<file path="config.mk">
export PLATFORM = sky130hd
export DESIGN_NAME = axi_wr_resp_gen
export DESIGN_NICKNAME = d
export VERILOG_FILES = /design/src/rtl/axi_wr_resp_gen.sv
export SDC_FILE = /design/constraint.sdc
export NUM_CORES = 1
export LEC_CHECK = 0
export CAP_MARGIN = 0
export CORE_MARGIN = 1
export CORE_UTILIZATION = 49
export CTS_BUF_LIST = sky130_fd_sc_hd__clkbuf_8
export DETAILED_ROUTE_END_ITERATION = 7
export HOLD_SLACK_MARGIN = 0.06
export PLACE_DENSITY_LB_ADDON = 0.3
export SETUP_SLACK_MARGIN = 0.05
export SLEW_MARGIN = 25
export SYNTH_ARGS = -nofsm -noshare
export SYNTH_HDL_FRONTEND = slang
export SYNTH_SLANG_ARGS = --single-unit
export TNS_END_PERCENT = 30
</file>
<file path="constraint.sdc">
create_clock -name clk -period 2.2 [get_ports clk]
set_input_delay 0.66 -clock clk [delete_from_list [all_inputs] [get_ports clk]]
set_output_delay 0.66 -clock clk [all_outputs]
set_load 0.005 [all_outputs]
</file>
<file path="src/rtl/axi_wr_resp_gen.sv">
// ============================================================================
// Module   : axi_wr_resp_gen
// Summary  : AXI4 write-path sink. Queues AW, counts W beats per burst, checks
//            w_last alignment and address decode, returns one B per burst.
// Options  : AXI_WR_USER_ECHO_EN - echo the burst's aw_user on b_user.
// Revision : 1.0 - initial release
// ============================================================================
`default_nettype none

module axi_wr_resp_gen #(
  parameter int                        AXI_ADDR_WIDTH = 32,
  parameter int                        AXI_ID_WIDTH   = 4,
  parameter int                        AXI_USER_WIDTH = 1,
  parameter int                        AW_DEPTH       = 4,
  parameter logic [AXI_ADDR_WIDTH-1:0] BASE_ADDR      = 32'h0000_0000,
  parameter logic [AXI_ADDR_WIDTH-1:0] SIZE_BYTES     = 32'h0001_0000
) (
  input  logic                      clk,
  input  logic                      rst,
  input  logic [AXI_ID_WIDTH-1:0]   aw_id,
  input  logic [AXI_ADDR_WIDTH-1:0] aw_addr,
  input  logic [7:0]                aw_len,
  input  logic [AXI_USER_WIDTH-1:0] aw_user,
  input  logic                      aw_valid,
  output logic                      aw_ready,
  input  logic                      w_last,
  input  logic                      w_valid,
  output logic                      w_ready,
  output logic [AXI_ID_WIDTH-1:0]   b_id,
  output logic [1:0]                b_resp,
  output logic [AXI_USER_WIDTH-1:0] b_user,
  output logic                      b_valid,
  input  logic                      b_ready,
  output logic [15:0]               wr_err_cnt
);

  localparam int                      c_ptr_w   = $clog2(AW_DEPTH);
  localparam logic [c_ptr_w:0]        c_depth   = AW_DEPTH[c_ptr_w:0];
  localparam logic [AXI_ADDR_WIDTH:0] c_win_lo  = {1'b0, BASE_ADDR};
  localparam logic [AXI_ADDR_WIDTH:0] c_win_hi  = {1'b0, BASE_ADDR} + {1'b0, SIZE_BYTES};

  localparam logic [1:0] c_resp_okay   = 2'b00;
  localparam logic [1:0] c_resp_slverr = 2'b10;
  localparam logic [1:0] c_resp_decerr = 2'b11;

  localparam logic [1:0] S_IDLE = 2'd0;
  localparam logic [1:0] S_DATA = 2'd1;
  localparam logic [1:0] S_RESP = 2'd2;

  // ---------------------------------------------------------------- AW queue
  logic [AXI_ID_WIDTH-1:0] r_fifo_id  [AW_DEPTH];
  logic [7:0]              r_fifo_len [AW_DEPTH];
  logic                    r_fifo_dec [AW_DEPTH];
  logic [c_ptr_w-1:0]      r_wr_ptr;
  logic [c_ptr_w-1:0]      r_rd_ptr;
  logic [c_ptr_w:0]        r_count;

  logic w_push;
  logic w_pop;
  logic w_empty;
  logic w_aw_dec;

  logic [1:0] r_state;
  logic [1:0] w_state_nxt;

  assign w_empty  = (r_count == '0);
  assign aw_ready = (r_count != c_depth);
  assign w_push   = aw_valid && aw_ready;
  assign w_pop    = (r_state == S_IDLE) && !w_empty;

  // Decode is resolved at push so only one flag per entry is kept, not the address.
  assign w_aw_dec = ({1'b0, aw_addr} < c_win_lo) || ({1'b0, aw_addr} >= c_win_hi);

  always_ff @(posedge clk) begin
    if (w_push) begin
      r_fifo_id[r_wr_ptr]  <= aw_id;
      r_fifo_len[r_wr_ptr] <= aw_len;
      r_fifo_dec[r_wr_ptr] <= w_aw_dec;
    end
  end

  always_ff @(posedge clk or posedge rst) begin
    if (rst) begin
      r_wr_ptr <= '0;
      r_rd_ptr <= '0;
      r_count  <= '0;
    end else begin
      if (w_push) r_wr_ptr <= r_wr_ptr + c_ptr_w'(1);
      if (w_pop)  r_rd_ptr <= r_rd_ptr + c_ptr_w'(1);
      case ({w_push, w_pop})
        2'b10:   r_count <= r_count + (c_ptr_w + 1)'(1);
        2'b01:   r_count <= r_count - (c_ptr_w + 1)'(1);
        default: r_count <= r_count;
      endcase
    end
  end

`ifdef AXI_WR_USER_ECHO_EN
  logic [AXI_USER_WIDTH-1:0] r_fifo_user [AW_DEPTH];
  logic [AXI_USER_WIDTH-1:0] r_user;

  always_ff @(posedge clk) begin
    if (w_push) r_fifo_user[r_wr_ptr] <= aw_user;
  end

  always_ff @(posedge clk or posedge rst) begin
    if (rst)        r_user <= '0;
    else if (w_pop) r_user <= r_fifo_user[r_rd_ptr];
  end

  assign b_user = r_user;
`else
  logic w_unused_user;
  assign w_unused_user = ^aw_user;
  assign b_user        = '0;
`endif

  // ---------------------------------------------------------------- engine
  logic [AXI_ID_WIDTH-1:0] r_id;
  logic [7:0]              r_len;
  logic                    r_dec;
  logic [7:0]              r_beat_cnt;
  logic                    r_err;
  logic [1:0]              r_resp;

  logic w_beat_hs;
  logic w_last_beat;
  logic w_mismatch;
  logic w_b_hs;

  assign w_beat_hs   = w_valid && w_ready;
  assign w_last_beat = (r_beat_cnt == r_len);
  assign w_mismatch  = (w_last != w_last_beat);
  assign w_b_hs      = b_valid && b_ready;

  always_ff @(posedge clk or posedge rst) begin
    if (rst) r_state <= S_IDLE;
    else     r_state <= w_state_nxt;
  end

  always_comb begin
    w_state_nxt = r_state;
    case (r_state)
      S_IDLE:  if (!w_empty)                  w_state_nxt = S_DATA;
      S_DATA:  if (w_beat_hs && w_last_beat)  w_state_nxt = S_RESP;
      S_RESP:  if (b_ready)                   w_state_nxt = S_IDLE;
      default:                                w_state_nxt = S_IDLE;
    endcase
  end

  always_comb begin
    w_ready = 1'b0;
    b_valid = 1'b0;
    case (r_state)
      S_DATA:  w_ready = 1'b1;
      S_RESP:  b_valid = 1'b1;
      default: ;
    endcase
  end

  always_ff @(posedge clk or posedge rst) begin
    if (rst) begin
      r_id       <= '0;
      r_len      <= '0;
      r_dec      <= 1'b0;
      r_beat_cnt <= '0;
      r_err      <= 1'b0;
      r_resp     <= c_resp_okay;
    end else if (w_pop) begin
      r_id       <= r_fifo_id[r_rd_ptr];
      r_len      <= r_fifo_len[r_rd_ptr];
      r_dec      <= r_fifo_dec[r_rd_ptr];
      r_beat_cnt <= '0;
      r_err      <= 1'b0;
    end else if (w_beat_hs) begin
      if (w_mismatch) r_err <= 1'b1;
      // Response is latched on the final beat so b_resp holds steady through RESP.
      if (w_last_beat) begin
        if (r_dec)                    r_resp <= c_resp_decerr;
        else if (r_err || w_mismatch) r_resp <= c_resp_slverr;
        else                          r_resp <= c_resp_okay;
      end else begin
        r_beat_cnt <= r_beat_cnt + 8'd1;
      end
    end
  end

  assign b_id   = r_id;
  assign b_resp = r_resp;

  always_ff @(posedge clk or posedge rst) begin
    if (rst)
      wr_err_cnt <= '0;
    else if (w_b_hs && (r_resp != c_resp_okay) && (wr_err_cnt != 16'hFFFF))
      wr_err_cnt <= wr_err_cnt + 16'd1;
  end

endmodule

`default_nettype wire

</file>
# Word-level counts from Yosys, hierarchy flattened
# Memory sizes are Yosys's and may differ from the RTL's. A register that Yosys moved wholly into a read port is not among the register bits.
# Cells that the tools add are included.
# op_classes
n_mux	17
add_sub_neg	6
reduce_logical	19
bitwise	1
n_lt_le_gt_ge	1
n_eq_ne	12
# ops
op	count
$ge 32x17->1 const B	1
$mux 8	3
$add 16x1->16 const B	1
$ne 16x16->1 const B	1
$mux 2	5
$add 8x1->8 const B	1
$eq 8x8->1	1
$ne 2x2->1 const B	4
$reduce_bool 2->1	4
$logic_and 1x1->1	7
$mux 1	7
$pmux 2 s3	1
$pmux 3 s2	1
$reduce_and 3->1	2
$add 2x1->2 const B	2
$eq 2x1->1 const B	2
$eq 2x2->1 const B	2
$reduce_and 2->1	2
$add 3x1->3 const B	1
$logic_not 3->1	1
$ne 3x3->1 const B	1
$sub 3x1->3 const B	1
$logic_not 2->1	1
$logic_not 1->1	1
3 further kinds	3
# word_totals
mem_count	3
in_bits	51
mem_bits_rw	52
elab_cells	67
register_bits	36
# mem_list
name	words	width	rd	rd_clocked_by_memory_dff	write_ports	line	source
r_fifo_len	4	8	1	1	1	52	logic [7:0] r_fifo_len [AW_DEPTH];
r_fifo_id	4	4	1	1	1	51	logic [AXI_ID_WIDTH-1:0] r_fifo_id [AW_DEPTH];
r_fifo_dec	4	1	1	1	1	53	logic r_fifo_dec [AW_DEPTH];

# Depth between registers and ports, before layout
# depth
ltp_word	6
mapped_depth	11
mapped_depth_nobuf	10

# Worst setup path before layout
# Ideal clock, no wire load.
# synth_path
path_type	register to register
startpoint	register r_state[0]
endpoint	register r_count[2]
stages_incl_launch_ff	11
required_time_ns	2.121
n_path_buf	2
arrival_time_ns	2.206
setup_ns	0.079
setup_slack_ns	-0.085
cell_sequence	dfrtp_1 or3_1 clkbuf_1 clkinv_1 buf_2 ha_1 inv_1 fa_1 xor2_1 nor2_1 xor2_1
# synth_between
elab_chain_cells	4
word_cells_on_any_way	6
cone_classes	eq/ne (2); mux (1); reduce/logical (3)
# synth_rtl
item	line	source
start: declaration	63	logic [1:0] r_state;
start signal: assignment	138	else r_state <= w_state_nxt;
$logic_not 2->1 (*)	69	assign w_pop = (r_state == S_IDLE) && !w_empty;
$logic_and 1x1->1 (*)	69	
$eq 2x1->1 or $eq 2x2->1 (tied branches)	90	case ({w_push, w_pop})
$pmux 3 s2 or $reduce_bool 2->1 (tied branches)	-	
end signal: assignment	91	2'b10: r_count <= r_count + (c_ptr_w + 1)'(1);
end signal: assignment	92	2'b01: r_count <= r_count - (c_ptr_w + 1)'(1);
end signal: assignment	93	default: r_count <= r_count;
end: declaration	56	logic [c_ptr_w:0] r_count;
# Mark *: on every way between the ends. The rest lies on a longest branch, timed or not.
# A chain may end at the register's enable or synchronous reset.

# Final worst setup path
# layout_path
startpoint	register r_state[0]
endpoint	output b_valid
# layout_between
elab_chain_cells	2
# layout_rtl
item	line	source
$eq 2x2->1	154	case (r_state)
$mux 1	154	
end: declaration	32	output logic b_valid,
# Every way passes these cells.

==> impl_metrics.csv <==
group,metric,value,unit
global_routing,grt_pass1_vias,2769,
hold_path,worstHoldPathType,"reg2reg",
detailed_routing,ant_nets,0,
hold_path,min_path_cells,1,
layout,fin_area,0.00551,mm2
logic_synthesis,yosysUniqueCellTypes,49,
logic_synthesis,yosys_warnings,0,
setup_path,arrival,1.47,ns
setup_path,worst-setup-path-type,"reg2out",
timing,tightestPinTransition,0.671,ns
timing,setup_tns,0,ns
floorplan,chipHeight,96.8,um
placement,hpwl,5440,um
logic_synthesis,ys_ff_latch,101,
timing,setup_ws,0.0716,ns
global_routing,grt_pass1_wl,13500,um
layout,nFillCells,657,
power_and_ir_drop,totalPowerFinal,5.77,mW
setup_path,r2r_setup_slack,0.15,ns
global_routing,overflow,0,
timing,finalCriticalPeriod,2.13,ns
logic_synthesis,async_reset_ff_share,48.5,%
logic_synthesis,postSynthAreaPerCell,14.6,um2
clock_tree,cts_tree,"done",
power_and_ir_drop,peakVddDrop,0.000596,V
power_and_ir_drop,p_per_area,1050,mW/mm2
detailed_routing,vias,2737,
clock_tree,path_clk_slew,0.12,ns
layout,post-route-util,63.2,%
setup_path,crit_path_start_kind,"flop",
hold_path,min_from,"wr_err_cnt[13]",
global_routing,grt_use_total,18.4,%
timing,hold_viol_final,0,
detailed_routing,drtIter0Drc,132,
clock_tree,cts_buffer_depth,2,
detailed_routing,vias_per_cell,5.56,
logic_synthesis,ys.flop_type,"edfxtp_1",
detailed_routing,wirelength,8080,um
floorplan,rows,34,
power_and_ir_drop,p_leak,2.22,nW
timing,grt_setup_unrepaired,"yes",
logic_synthesis,ys_seq_area_share,63.3,%
layout,fin_nets,438,
placement,place_ws,-0.188,ns
hold_path,hold_end,"wr_err_cnt[13]",
setup_path,cp_max_fo,4,
layout,multi_input_area,0.00151,mm2
clock_tree,postCtsSetupBuffers,0,
detailed_routing,wl_per_cell,16.4,um
timing,fmax,470,MHz
layout,drive_gt1_share,18.8,%
logic_synthesis,syn-cell-area,0.00440,mm2
setup_path,end_kind,"output pin",
layout,diodes,0,
detailed_routing,drc_errors,0,
clock_tree,clkSinkCount,101,
clock_tree,postCtsHoldBufs,0,
setup_path,worstRegToRegCells,9,
clock_tree,clk_latency,0.37,ns
logic_synthesis,synth_fp_nets,361,
setup_path,cp.required,1.54,ns
floorplan,coreArea,0.00872,mm2
floorplan,die_area,0.00937,mm2
layout,area_growth,25.1,%
setup_path,r2r_end,"r_count[2]",
clock_tree,numCtsBuffers,9,
global_routing,grt_antenna_before_repair,0,
placement,place.gp.congestion,0.810,
floorplan,io_pins,77,
clock_tree,root_buffer,"clkbuf_8",
floorplan,initial_utilization,50.5,%
setup_path,timing.rr.start,"r_count[2]",
timing,relSlewSlack,55.3,%
logic_synthesis,synth_cells,302,
timing,setup_viol,0,
floorplan,die_x,96.8,um
clock_tree,htree_levels,3,
timing,drv_slew,0,
placement,portBuffers,58,
layout,register_area,0.00279,mm2
run_status,status,"complete, no violations",
detailed_routing,drtPass1Iterations,4,
timing,post-route-period-util,96.7,%
logic_synthesis,synth_edf_count,52,
global_routing,grt_max_degree,50,
timing,clock_skew,0.0179,ns
placement,place_area,0.00528,mm2
job,maxCapViolations,0,
==> cells by family (layout without fill, tap and decap cells) <==
family	after synthesis	count (layout)	share of synthesized area, %
multiplexers	40	40	13.3
AND/OR/NAND/NOR	75	75	9.43
XOR/XNOR	25	25	4.97
flip-flops	101	101	63.3
adder cells (fa/ha/maj)	8	8	2.44
other	1	1	0.0851
AO/OA/AOI/OAI	26	26	3.98
buffers and inverters	26	108	2.53
==> state kept, by name, summed over array words and instances, names as in the netlist <==
name	cells
wr_err_cnt	16
b_resp	2
r_state	2
r_wr_ptr	2
r_dec	1
r_fifo_id	16
r_fifo_dec	4
r_beat_cnt	8
r_count	3
r_rd_ptr	2
r_len	8
r_fifo_len	32
r_err	1
b_id	4
==> through the flow <==
step | cells | hold slack [ns]
detailed placement | 476 | 0.479
global placement | 476 | 0.479
finish | 492 | 0.498
floorplan | 302 | 0.464
CTS | 492 | 0.500
global route | 492 | 0.537
==> synthesized netlist by cell type (8+ instances only) <==
library cell | number | share of area, %
nand2_1 | 18 | 1.5
mux2i_1 | 10 | 2.3
mux2_2 | 16 | 4.1
inv_1 | 13 | 1.1
mux4_2 | 13 | 6.6
nor4_1 | 8 | 1.1
dfrtp_1 | 49 | 28
nand3_1 | 12 | 1.4
xor2_1 | 18 | 3.6
clkbuf_1 | 8 | 0.68
edfxtp_1 | 52 | 35
and3_1 | 8 | 1.1
==> worst max-delay path by stage <==
stage	endpoint	cells past startpoint	slack [ns]	from
after floorplan	r_count[2]	10	0.06	r_state[0]
after global placement	wr_err_cnt[13]	6	-0.14	b_ready
after detailed placement	r_count[2]	9	-0.19	aw_valid
after CTS	b_valid	2	0.02	r_state[0]
after global routing	b_valid	2	0.02	r_state[0]
final	b_valid	2	0.07	r_state[0]
==> layout by cell type, fill, tap and decap left out, types with 3 or more instances in the layout <==
cell type,count
a21oi_1,3
a31oi_1,4
buf_4,15
nand4_1,3
nor3_1,3
inv_8,3
xor2_1,18
nand3_1,11
nor2_1,5
nor4_1,8
nand2b_1,3
mux2_2,16
mux2i_1,10
clkdlybuf4s50_1,56
or4_1,3
edfxtp_1,52
clkbuf_8,9
buf_12,5
and3_1,8
inv_1,12
xnor2_1,7
o21ai_0,6
mux4_2,13
a2111oi_0,3
nand2_1,18
dfrtp_1,49
ha_1,7
==> routing by layer <==
| metal | part of all wire [%] | vias up | track usage, % |
|---|---|---|---|
| met5 | 0 | - | 0 |
| met4 | 1.3 | 0 | 6.89 |
| met3 | 5.0 | 10 | 4.41 |
| met2 | 51 | 72 | 29.9 |
| met1 | 43 | 1378 | 24.0 |
| li1 | - | 1277 | - |
==> critical path: stages, from the launching register on <==
cell	delay (ns)
dfrtp_1	0.43
nor2b_2	0.16
clkdlybuf4s50_1	0.51
==> repair_timing <==
item                                    in CTS  in global routing
endpoints found under the setup margin       3                  3
cloned                                       0                  0
resized for setup                            2                  2
==> report_power, final <==
| group | total, mW | switching [mW] | leakage, nW | internal [mW] |
|---|---|---|---|---|
| Clock | 1.25 | 0.765 | 0.111 | 0.484 |
| Combinational | 1.73 | 0.791 | 1.02 | 0.939 |
| Sequential | 2.79 | 0.322 | 1.09 | 2.47 |
==> layout make-up <==
class | instances | share of cell area [%]
clock buffer | 9 | 2.25
timing repair buffer | 78 | 14.4
multi-input combinational | 175 | 27.5
inverter | 14 | 1.04
clock inverter | 7 | 1.79
tap | 108 | 2.45
sequential | 101 | 50.6
No activity file was read; power rests on OpenSTA's default activity.
